$ cat src/rtl/if_fetch_unit_pkg.sv
// Shared types for the instruction fetch unit and its decode-side interface.
package common;

    localparam int INSTR_BYTES = 4;

    typedef struct packed {
        logic        valid;
        logic [31:0] pc;
        logic [31:0] instr;
    } if_id_type;

    typedef enum logic [1:0] {
        REQ  = 2'd0,
        WAIT = 2'd1,
        DROP = 2'd2
    } fetch_state_t;

    function automatic logic [31:0] line_of(input logic [31:0] pc);
        return {pc[31:3], 3'b000};
    endfunction

endpackage

$ cat src/rtl/if_fetch_unit_queue.sv
// Circular instruction buffer: push 0/1/2, pop 0/1/2, synchronous clear.
// Head entries read as all-zero when not occupied.
module if_instr_queue
    import common::*;
#(
    parameter  int QDEPTH = 8,
    localparam int PTRW   = $clog2(QDEPTH),
    localparam int CW     = PTRW + 1
) (
    input  logic          clk,
    input  logic          reset,
    input  logic          clear,
    input  logic [1:0]    push_cnt,
    input  if_id_type     push0,
    input  if_id_type     push1,
    input  logic [1:0]    pop_cnt,
    output if_id_type     head0,
    output if_id_type     head1,
    output logic [CW-1:0] count,
    output logic [CW-1:0] free
);

    if_id_type         mem [QDEPTH];
    logic [PTRW-1:0]   rd_ptr;
    logic [PTRW-1:0]   wr_ptr;
    logic [PTRW-1:0]   rd_ptr1;
    logic [PTRW-1:0]   wr_ptr1;

    assign rd_ptr1 = rd_ptr + PTRW'(1);
    assign wr_ptr1 = wr_ptr + PTRW'(1);

    always_ff @(posedge clk) begin
        if (reset || clear) begin
            rd_ptr <= '0;
            wr_ptr <= '0;
            count  <= '0;
        end else begin
            rd_ptr <= rd_ptr + PTRW'(pop_cnt);
            wr_ptr <= wr_ptr + PTRW'(push_cnt);
            count  <= count + CW'(push_cnt) - CW'(pop_cnt);
        end
    end

    // Storage has no reset; occupancy alone decides what is visible.
    always_ff @(posedge clk) begin
        if (!reset && !clear) begin
            if (push_cnt != 2'd0) mem[wr_ptr]  <= push0;
            if (push_cnt == 2'd2) mem[wr_ptr1] <= push1;
        end
    end

    assign head0 = (count != '0)      ? mem[rd_ptr]  : '0;
    assign head1 = (count >= CW'(2))  ? mem[rd_ptr1] : '0;
    assign free  = CW'(QDEPTH) - count;

endmodule

$ cat src/rtl/if_fetch_unit.sv
// Dual-issue fetch: one outstanding 64-bit line request, queue, two-wide output to decode.
// Optional IF_FETCH_PERF_EN adds saturating stall/flush counters.
//   state | meaning
//   REQ   | request next line when the queue has room for two
//   WAIT  | request accepted, response will be pushed
//   DROP  | request accepted before a redirect, response will be discarded
module if_fetch_unit
    import common::*;
#(
    parameter logic [31:0] RESET_PC = 32'h0000_0000,
    parameter int          QDEPTH   = 8
) (
    input  logic        clk,
    input  logic        reset,
    output logic        imem_req_valid,
    output logic [31:0] imem_req_addr,
    input  logic        imem_req_ready,
    input  logic        imem_resp_valid,
    input  logic [63:0] imem_resp_data,
    input  logic        redirect_valid,
    input  logic [31:0] redirect_pc,
    input  logic        id_ready,
    output if_id_type   if_instr0,
    output if_id_type   if_instr1
`ifdef IF_FETCH_PERF_EN
    ,
    output logic [31:0] perf_fetch_stall_cnt,
    output logic [31:0] perf_flush_cnt
`endif
);

    localparam int CW = $clog2(QDEPTH) + 1;

    fetch_state_t  state, state_nx;
    logic [31:0]   fetch_pc, fetch_pc_nx;
    logic [31:0]   line;
    logic          req_fire;
    logic          q_clear;
    logic [1:0]    push_cnt;
    logic [1:0]    pop_cnt;
    if_id_type     push0, push1;
    logic [CW-1:0] q_count, q_free;
    logic          redir_lsb_unused;

    // Redirect targets are word-aligned; the low two bits carry no meaning.
    assign redir_lsb_unused = ^redirect_pc[1:0];

    assign line          = line_of(fetch_pc);
    assign imem_req_addr = line;

    always_ff @(posedge clk) begin
        if (reset) begin
            state    <= REQ;
            fetch_pc <= RESET_PC;
        end else begin
            state    <= state_nx;
            fetch_pc <= fetch_pc_nx;
        end
    end

    always_comb begin
        state_nx       = state;
        fetch_pc_nx    = fetch_pc;
        imem_req_valid = 1'b0;
        req_fire       = 1'b0;
        q_clear        = 1'b0;
        push_cnt       = 2'd0;
        push0          = '0;
        push1          = '0;

        case (state)
            REQ: begin
                // Pre-pop free count, so an accepted line always fits.
                imem_req_valid = !reset && (q_free >= CW'(2));
                req_fire       = imem_req_valid && imem_req_ready;
                if (req_fire) state_nx = WAIT;
            end
            WAIT: begin
                if (imem_resp_valid) begin
                    state_nx    = REQ;
                    fetch_pc_nx = {fetch_pc[31:3] + 29'd1, 3'b000};
                    if (!fetch_pc[2]) begin
                        push_cnt = 2'd2;
                        push0    = '{valid: 1'b1, pc: line, instr: imem_resp_data[31:0]};
                        push1    = '{valid: 1'b1, pc: {line[31:3], 3'(INSTR_BYTES)},
                                     instr: imem_resp_data[63:32]};
                    end else begin
                        push_cnt = 2'd1;
                        push0    = '{valid: 1'b1, pc: {line[31:3], 3'(INSTR_BYTES)},
                                     instr: imem_resp_data[63:32]};
                    end
                end
            end
            DROP: begin
                if (imem_resp_valid) state_nx = REQ;
            end
            default: state_nx = REQ;
        endcase

        // A request that is outstanding after this edge must be drained in DROP.
        if (redirect_valid) begin
            q_clear     = 1'b1;
            push_cnt    = 2'd0;
            fetch_pc_nx = {redirect_pc[31:2], 2'b00};
            if (state == REQ) state_nx = req_fire ? DROP : REQ;
            else              state_nx = imem_resp_valid ? REQ : DROP;
        end
    end

    always_comb begin
        pop_cnt = 2'd0;
        if (id_ready && !redirect_valid) begin
            if (q_count >= CW'(2))     pop_cnt = 2'd2;
            else if (q_count != '0)    pop_cnt = 2'd1;
        end
    end

    if_instr_queue #(.QDEPTH(QDEPTH)) u_queue (
        .clk      (clk),
        .reset    (reset),
        .clear    (q_clear),
        .push_cnt (push_cnt),
        .push0    (push0),
        .push1    (push1),
        .pop_cnt  (pop_cnt),
        .head0    (if_instr0),
        .head1    (if_instr1),
        .count    (q_count),
        .free     (q_free)
    );

`ifdef IF_FETCH_PERF_EN
    always_ff @(posedge clk) begin
        if (reset) begin
            perf_fetch_stall_cnt <= '0;
            perf_flush_cnt       <= '0;
        end else begin
            if (id_ready && !if_instr0.valid && (perf_fetch_stall_cnt != '1))
                perf_fetch_stall_cnt <= perf_fetch_stall_cnt + 32'd1;
            if (redirect_valid && (perf_flush_cnt != '1))
                perf_flush_cnt <= perf_flush_cnt + 32'd1;
        end
    end
`endif

endmodule
$ cat config.mk
export PLATFORM = sky130hd
export DESIGN_NAME = if_fetch_unit
export DESIGN_NICKNAME = d
export VERILOG_FILES = /design/src/rtl/if_fetch_unit_pkg.sv /design/src/rtl/if_fetch_unit_queue.sv /design/src/rtl/if_fetch_unit.sv
export SDC_FILE = /design/constraint.sdc
export NUM_CORES = 1
export LEC_CHECK = 0
export BUFFER_PORTS_ARGS = -buffer_cell sky130_fd_sc_hd__clkbuf_2
export CORE_ASPECT_RATIO = 1.75
export CORE_UTILIZATION = 45
export DETAILED_ROUTE_END_ITERATION = 7
export PLACE_DENSITY_LB_ADDON = 0.15
export SYNTH_ARGS = -nofsm -noshare
export SYNTH_HDL_FRONTEND = slang
export SYNTH_HIERARCHICAL = 1
export SYNTH_SLANG_ARGS = --single-unit
export TNS_END_PERCENT = 100
$ cat constraint.sdc
create_clock -name clk -period 15.5 [get_ports clk]
set_clock_uncertainty 0.1 [all_clocks]
set_input_delay 0.775 -clock clk [delete_from_list [all_inputs] [get_ports clk]]
set_output_delay 0.775 -clock clk [all_outputs]
set_load 0.01 [all_outputs]
==> metrics list <==
- After detailed routing, the number of remaining DRC violations is 0.
* Cell family with most CP delay: buffers and inverters
- From synthesis to final layout, the design area changed by 11.5%.
- Via count of the first global-routing pass: about 23000
* Area inside the core boundary: 0.0731 mm^2
- The congestion estimate from routability-driven global placement came to ~0.83.
* Starting DRT DRC Count: ~1500
* Clock sink total: 562
- Total global routing track utilization: 0.279
* Number of failing hold endpoints at the final stage: 0
* Synth Instances: approximately 2100
* Top library cells by usage in the layout, fill and taps aside: sky130_fd_sc_hd__edfxtp_1, sky130_fd_sc_hd__mux2_2, sky130_fd_sc_hd__mux4_2
- After routing, the total negative slack on setup checks comes to 0 ns.
* Source-to-sink clock delay at the later pin of the worst-skew pair: between 0.6 and 0.7 ns
- Pwr/cell area: between 80 and 90 mW/mm^2
- Setup repair after global routing left no endpoint under its margin.
* Clock transition at the register clock pins on the worst setup and hold paths after CTS: ~0.07 ns
- CTS buffer count: 55
- Total overflow reported by the global router: 0
* Height of the die: ~360 um
- H-tree Lvls: 2
* Vias post-DR: 21700
- Die width: a little over 200 um
* Input/output buffers: 259
- In the final design database the tool counted 2447 nets.
- The total count of max-transition violations in the final report came to 0.
- Post-CTS Setup Bufs: 0
- Delay of the slowest critical-path stage: around 0.84 ns
- Post-synthesis instance area: between 0.03 and 0.04 mm^2
- Chain of cells forming the critical path: ha_4 > buf_12 > mux4_2 > a22o_1 > clkbuf_2
- Setup violations remaining at the end of the flow were counted as 0.
- Global-route track usage on met3: 0.0392
* Smallest hold slack: approximately 0.25 ns
- Highest attainable clock frequency: 197 MHz
- Required @ worst endpoint: around 15 ns
- After clock tree synthesis, the flow added hold-fix buffers numbering 0.
- The first global-routing pass estimated between 150 and 200 mm of wire.
- Crit-path max FO: 104
- For met1 alone, demand over resource in global routing was 0.347.
- Together, buffers and inverters on the worst path number 2.
- The HPWL after detailed placement is slightly below 60 mm.
- Final worst-path cycle share: 0.327
* Headroom to the max-slew limit: 0.142
* Worst Max-Slew Pin Slew: approximately 1.3 ns
- Initial antenna violation count: 3
- Clk Tree Root Cell: sky130_fd_sc_hd__clkbuf_16
- The run finished with clean final reports.
* Hold/Removal Path Class: input pin to register
* Startpoint kind of the worst setup timing path: register
* Max Cap Violations: 0
- Entering global routing, the biggest net connects ~120 pins.
* Avg Vias per Cell: approximately 6.6
- Warnings from Yosys: 6
- The count of cells in the finished layout, fillers not included, comes to between 3000 and 4000.
- Critical path class: register to output pin
- DR pass1 iterations: 5
* Number of placement rows: approximately 130
- Most common library cell in the layout ignoring fill and taps: sky130_fd_sc_hd__edfxtp_1
- Multi-input logic area: between 0.015 and 0.02 mm^2
- Routed length per instance: between 30 and 40 um
* Final Critical Period: ~5.1 ns
* FF/Latch Area: approximately 0.016 mm^2
* Count of antenna-violating nets left after detailed routing: 0
- TritonCTS clock tree: built
- Once placement completed, the tool counted placed cells totaling between 3000 and 4000.
* Most heavily used metal layer in global routing: met2
* Fill cell total of the finished layout: 6179
- In the global route stage, met2 resource usage came out at 0.499.
- In this run, post-CTS repair resized a total of 0 instances.
- Synthesized area per cell: 15.6 um^2
* Share of cells above drive strength 1: 0.504
- Final WL: between 100 and 150 mm
- Starting density of the core: 0.457
- In this run the static leakage power is between 10 and 15 nW.
* Ports: around 270
* DIE AREA: approximately 0.075 mm^2
* Critical path arrival: between 4 and 5 ns
- Worst VDD drop: 75.4 uV
* Crit path max-delay cell type: sky130_fd_sc_hd__dfxtp_4
- The clock passes through at most 3 buffers.
- Worst setup EP type: output pin
## final timing paths
path	start	cells past startpoint	to	slack (ns)
min	redirect_pc[30]	3	fetch_pc[30]$_SDFFE_PP0P_	0.25
min reg2reg	state[1]$_SDFFE_PP0P_	1	state[1]$_SDFFE_PP0P_	0.40
max reg2reg	fetch_pc[2]$_SDFFE_PP0P_	6	u_queue/mem[6][54]$_DFFE_PP_	10.75
max	u_queue/rd_ptr[0]$_SDFF_PP0_	5	if_instr1[58]	10.43
## stage by stage
stage | setup WS (ns) | instance area [um^2] | utilization | total power (W)
floorplan | 8.04 | 33500 | - | 0.00182
global placement | 10.54 | 35500 | 0.485 | 0.00191
detailed placement | 10.56 | 35500 | 0.485 | 0.00192
CTS | 10.31 | 37200 | 0.509 | 0.00327
global route | 10.18 | 37200 | 0.509 | 0.00333
finish | 10.43 | 37200 | 0.510 | 0.00324
## flip-flops by register name, summed over array words and instances (netlist names)
| signal | cells |
|---|---|
| fetch_pc | 30 |
| state | 2 |
| u_queue/count | 4 |
| u_queue/mem | 520 |
| u_queue/rd_ptr | 3 |
| u_queue/wr_ptr | 3 |
## per-layer routing
layer,vias to the layer above,wire (um),part of all wire
met1,11400,40700,0.38
li1,9085,-,-
met3,183,7110,0.067
met4,4,3280,0.031
met2,969,54800,0.52
met5,-,29,0.00027
## where the power goes
group          leakage [nW]  switching [W]  internal [W]  total (W)
clock                 0.882       0.000601      0.000752    0.00135
sequential             5.39      0.0000194       0.00165    0.00167
combinational          7.60       0.000136     0.0000832   0.000219
total                  13.9       0.000757       0.00248    0.00324
## final cells by class
type	count	share of cell area
Clock inverter	30	0.00719
Sequential cell	562	0.442
Multi-Input combinational cell	1372	0.431
Clock buffer	73	0.0404
Antenna cell	1	0.0000672
Tap cell	931	0.0313
Timing Repair Buffer	310	0.0458
Inverter	26	0.00262
## worst reg2reg max path: stages (launching register included)
cell,delay [ns]
sky130_fd_sc_hd__dfxtp_4,1.00
sky130_fd_sc_hd__and3_1,0.47
sky130_fd_sc_hd__and2_1,0.33
sky130_fd_sc_hd__nor2_1,0.10
sky130_fd_sc_hd__or3_1,0.52
sky130_fd_sc_hd__o21ai_4,0.76
sky130_fd_sc_hd__buf_4,0.91
Note: power is estimated with default switching activity, not from simulation.
